[config.mk]
export PLATFORM = sky130hd
export DESIGN_NAME = grid_write_arbiter
export DESIGN_NICKNAME = d
export VERILOG_FILES = /design/src/rtl/grid_write_arbiter.sv
export SDC_FILE = /design/constraint.sdc
export NUM_CORES = 1
export LEC_CHECK = 0
export CAP_MARGIN = 0
export CORE_MARGIN = 2
export CORE_UTILIZATION = 40
export CTS_BUF_LIST = sky130_fd_sc_hd__clkbuf_4 sky130_fd_sc_hd__clkbuf_8 sky130_fd_sc_hd__clkbuf_16
export DETAILED_ROUTE_END_ITERATION = 8
export PLACE_DENSITY_LB_ADDON = 0.3
export SLEW_MARGIN = 20
export SYNTH_ARGS = -nofsm -noshare
export SYNTH_HDL_FRONTEND = slang
export SYNTH_SLANG_ARGS = --single-unit
[constraint.sdc]
create_clock -name out_stream_aclk -period 2.3 [get_ports out_stream_aclk]
set_clock_uncertainty 0.05 [all_clocks]
set_input_delay 0.69 -clock out_stream_aclk [delete_from_list [all_inputs] [get_ports out_stream_aclk]]
set_output_delay 0.69 -clock out_stream_aclk [all_outputs]
set_load 0.05 [all_outputs]
[src/rtl/grid_write_arbiter.sv]
// rtl/grid_write_arbiter.sv - round-robin host/engine arbiter for grid row writes gated by a post-frame window
module grid_write_arbiter #(
  parameter int REG_FILE_SIZE = 24,
  parameter int WIN_CYCLES    = 64
) (
  input  logic        out_stream_aclk,
  input  logic        periph_resetn,
  input  logic        lock_en,
  input  logic        frame_done,
  input  logic        host_req,
  input  logic [4:0]  host_row,
  input  logic [31:0] host_data,
  output logic        host_ack,
  input  logic        eng_req,
  input  logic [4:0]  eng_row,
  input  logic [31:0] eng_data,
  output logic        eng_ack,
  output logic        ack_err,
  output logic        wr_en,
  output logic [4:0]  wr_row,
  output logic [31:0] wr_data,
  output logic        window_open,
  output logic [4:0]  frame_writes
);

  localparam int              WIN_W    = $clog2(WIN_CYCLES + 1);
  localparam logic [WIN_W-1:0] WIN_LOAD = WIN_W'(WIN_CYCLES);
  localparam logic [5:0]      ROW_LIM  = 6'(REG_FILE_SIZE);

  typedef enum logic [1:0] {CLOSED, ARB, WRITE} state_t;

  state_t             state_q, state_d;
  logic [WIN_W-1:0]   win_cnt_q, win_cnt_d;
  logic               ptr_q, ptr_d;
  logic               win_eng_q, win_eng_d;
  logic [4:0]         row_q, row_d;
  logic [31:0]        data_q, data_d;
  logic [4:0]         fw_q, fw_d;
  logic               grant_eng;
  logic               in_write;
  logic               row_ok;

  assign window_open  = !lock_en || (win_cnt_q != '0);
  assign in_write     = (state_q == WRITE);
  assign row_ok       = ({1'b0, row_q} < ROW_LIM);
  assign wr_en        = in_write && row_ok;
  assign ack_err      = in_write && !row_ok;
  assign host_ack     = in_write && !win_eng_q;
  assign eng_ack      = in_write && win_eng_q;
  assign wr_row       = row_q;
  assign wr_data      = data_q;
  assign frame_writes = fw_q;

  // ptr_q = 1 means the engine wins a tie.
  assign grant_eng = eng_req && (!host_req || ptr_q);

  always_comb begin
    state_d   = state_q;
    ptr_d     = ptr_q;
    win_eng_d = win_eng_q;
    row_d     = row_q;
    data_d    = data_q;
    win_cnt_d = win_cnt_q;
    fw_d      = fw_q;

    if (frame_done) begin
      win_cnt_d = WIN_LOAD;
    end else if (win_cnt_q != '0) begin
      win_cnt_d = win_cnt_q - 1'b1;
    end

    if (frame_done) begin
      fw_d = wr_en ? 5'd1 : 5'd0;
    end else if (wr_en && (fw_q != 5'd31)) begin
      fw_d = fw_q + 5'd1;
    end

    case (state_q)
      CLOSED: begin
        if (window_open) state_d = ARB;
      end
      ARB: begin
        if (!window_open) begin
          state_d = CLOSED;
        end else if (host_req || eng_req) begin
          state_d   = WRITE;
          win_eng_d = grant_eng;
          row_d     = grant_eng ? eng_row : host_row;
          data_d    = grant_eng ? eng_data : host_data;
          ptr_d     = !grant_eng;
        end
      end
      WRITE: begin
        // The write in flight always completes; the window only decides where we go next.
        state_d = window_open ? ARB : CLOSED;
      end
      default: state_d = CLOSED;
    endcase
  end

  always_ff @(posedge out_stream_aclk) begin
    if (!periph_resetn) begin
      state_q   <= CLOSED;
      win_cnt_q <= '0;
      ptr_q     <= 1'b0;
      win_eng_q <= 1'b0;
      row_q     <= '0;
      data_q    <= '0;
      fw_q      <= '0;
    end else begin
      state_q   <= state_d;
      win_cnt_q <= win_cnt_d;
      ptr_q     <= ptr_d;
      win_eng_q <= win_eng_d;
      row_q     <= row_d;
      data_q    <= data_d;
      fw_q      <= fw_d;
    end
  end

endmodule

==> flow_summary.json <==
{
  "status": "complete, no violations",
  "vdd_drop_max_mv": 0.532,
  "maxSlewHeadroom_pct": 63.6,
  "hold-path-cell-count": 2,
  "setup_viol": 0,
  "post-dp-hpwl_um": 5230,
  "synth_edf_count": 0,
  "syn_area_per_cell_um2": 10.1,
  "p_leak_nw": 1.67,
  "ff2ff_path_depth": 6,
  "seq_area_frac_synth_pct": 41.5,
  "syn_area_um2": 2560,
  "num_antenna_cells": 0,
  "insertion_delay_ns": 0.30,
  "clk_path_buf_depth": 2,
  "clk_pin_slew_ns": 0.09,
  "power_mw": 3.89,
  "synth_async_sr_flop_share_pct": 0,
  "arrival_ns": 1.51,
  "grt_pass1_vias": 2363,
  "viasPerCell": 5.25,
  "fin_setup_tns_ns": 0,
  "row_count": 29,
  "fin_area_um2": 4120,
  "drv_cap": 0,
  "wl_um": 6770,
  "die_h_um": 84.0,
  "cts_htree_levels": 2,
  "numPortBuffers": 126,
  "post_cts_buffers": 0,
  "start_util_pct": 40.8,
  "post-route-period-util_pct": 97.9,
  "wire_per_inst_um": 14.9,
  "rsz0062_at_grt": "false",
  "ant_nets": 0,
  "layout-drive-gt1-share_pct": 14.5,
  "hold_class": "reg2reg",
  "cts_buffers": 5,
  "clock-root-buffer": "clkbuf_8",
  "fp.dieArea_um2": 7050,
  "start_kind": "input pin",
  "yosysWarnings": 0,
  "syn2layout_area_growth_pct": 61.0,
  "syn_nets": 337,
  "drt-initial-drc-count": 118,
  "fp.dieW_um": 84.0,
  "drc": 0,
  "synth_cell_types": 31,
  "min_period_ns": 2.25,
  "grt.overflow.total": 0,
  "fmax_mhz": 444,
  "netlist_instances": 253,
  "track_usage_pct": 19.3,
  "power_density_nw_per_um2": 945,
  "cp-end-kind": "output port",
  "grt_max_degree": 29,
  "synth-seq-cells": 53,
  "antenna_found_initial": 0,
  "drv_slew": 0,
  "r2r_slack_ns": 0.33,
  "globalplace.congestion": 0.745,
  "worst_pin_slew_ns": 0.545,
  "core_um2": 6280,
  "nets": 462,
  "cp_max_fo": 4,
  "grt_pass1_wl_um": 11000,
  "drt_pass1_iterations": 4,
  "synth_ff_type": "dfxtp_1",
  "cts_tree": "yes",
  "placed_area_um2": 4000,
  "cts.sinks": 53,
  "ios": 127,
  "hold_viol_final": 0,
  "critical_path_class": "in2out",
  "vias": 2394,
  "cp_data_required_time_ns": 1.56
}
[flip-flops by register name, indices dropped and copies added, names as in the netlist]
register,count
state_q,2
win_eng_q,1
wr_data,32
wr_row,5
ptr_q,1
frame_writes,5
win_cnt_q,7
[cells in the final DEF, fill, tap and decap left out, drive strengths merged, types with 2 or more instances in the layout]
| master | instances |
|---|---|
| a21oi | 42 |
| xnor2 | 5 |
| o31ai | 2 |
| dfxtp | 53 |
| clkdlybuf4s50 | 116 |
| clkbuf | 6 |
| ha | 4 |
| nand3b | 2 |
| nor2 | 17 |
| nand2b | 3 |
| mux2i | 39 |
| inv | 5 |
| buf | 21 |
| nor3b | 2 |
| and3 | 3 |
| nand2 | 4 |
| o21ai | 2 |
| a211oi | 38 |
[metrics by stage]
stage                     std cells  worst slack, ns  util, %  hold slack [ns]
after detailed placement        448          -0.0196     63.7            0.425
after global placement          448           0.0139     63.7            0.414
after floorplan                 253           0.0693        -            0.403
after global routing            456          0.00776     65.6            0.482
final                           456           0.0492     65.6            0.439
after CTS                       456           0.0129     65.5            0.438
[worst max-delay path, stage by stage]
cell	delay [ns]
clkdlybuf4s50_1	0.51
nand4b_4	0.13
buf_6	0.18
[what timing repair did]
item,CTS,global route
hold buffers,0,0
gates resized for setup,0,2
endpoints found under the setup margin,0,2
[final cells by class]
cell class                      count  area, um^2
Inverter                            5        18.8
Multi-Input combinational cell    175        1390
Clock buffer                        6        76.3
Clock inverter                      2        38.8
Tap cell                           77        96.3
Fill cell                         555        2160
Timing Repair Buffer              138        1440
Sequential cell                    53        1060
[synth_stat cells, drive strengths merged (2+ instances only)]
library cell,count,share of area [%]
o31ai,2,0.59
a21oi,42,8.2
a211oi,38,15
and3,3,0.73
nand2,4,0.59
nand2b,3,0.73
mux2i,39,15
nand3b,2,0.59
xnor2,5,1.7
clkbuf,12,1.8
ha,4,2.0
nor2,17,2.5
nor3b,2,0.59
buf,8,2.3
dfxtp,53,41
o21ai,2,0.39
inv,5,0.73
[final timing paths]
| check | to | startpoint |
|---|---|---|
| min | win_cnt_q[6] | win_cnt_q[6] |
| max reg2reg | frame_writes[4] | frame_writes[0] |
| max | window_open | lock_en |
| min reg2reg | win_cnt_q[6] | win_cnt_q[6] |
[layer usage]
metal | vias up | track usage [%] | share of wire (%)
met3 | 15 | 5.93 | 6.6
met5 | - | 0 | 0
met4 | 0 | 8.65 | 2.9
li1 | 1184 | - | -
met2 | 90 | 33.6 | 51
met1 | 1105 | 21.6 | 39
[where the power goes]
group / switching (mW) / total [mW] / internal [mW] / leakage (nW)
clock: 0.297 / 0.635 / 0.339 / 0.0588
combinational: 1.19 / 2.01 / 0.816 / 1.17
sequential: 0.136 / 1.25 / 1.11 / 0.435
[logic make-up after synthesis]
| kind of cell | after synthesis | synth area share, % |
|---|---|---|
| AO/OA/AOI/OAI | 87 | 25.2 |
| flip-flops | 53 | 41.5 |
| multiplexers | 39 | 15.3 |
| AND/OR/NAND/NOR | 39 | 9.29 |
| buffers and inverters | 25 | 4.79 |
| XOR/XNOR | 6 | 2.05 |
| adder cells (fa/ha/maj) | 4 | 1.96 |
(Power assumes the default switching activity.)
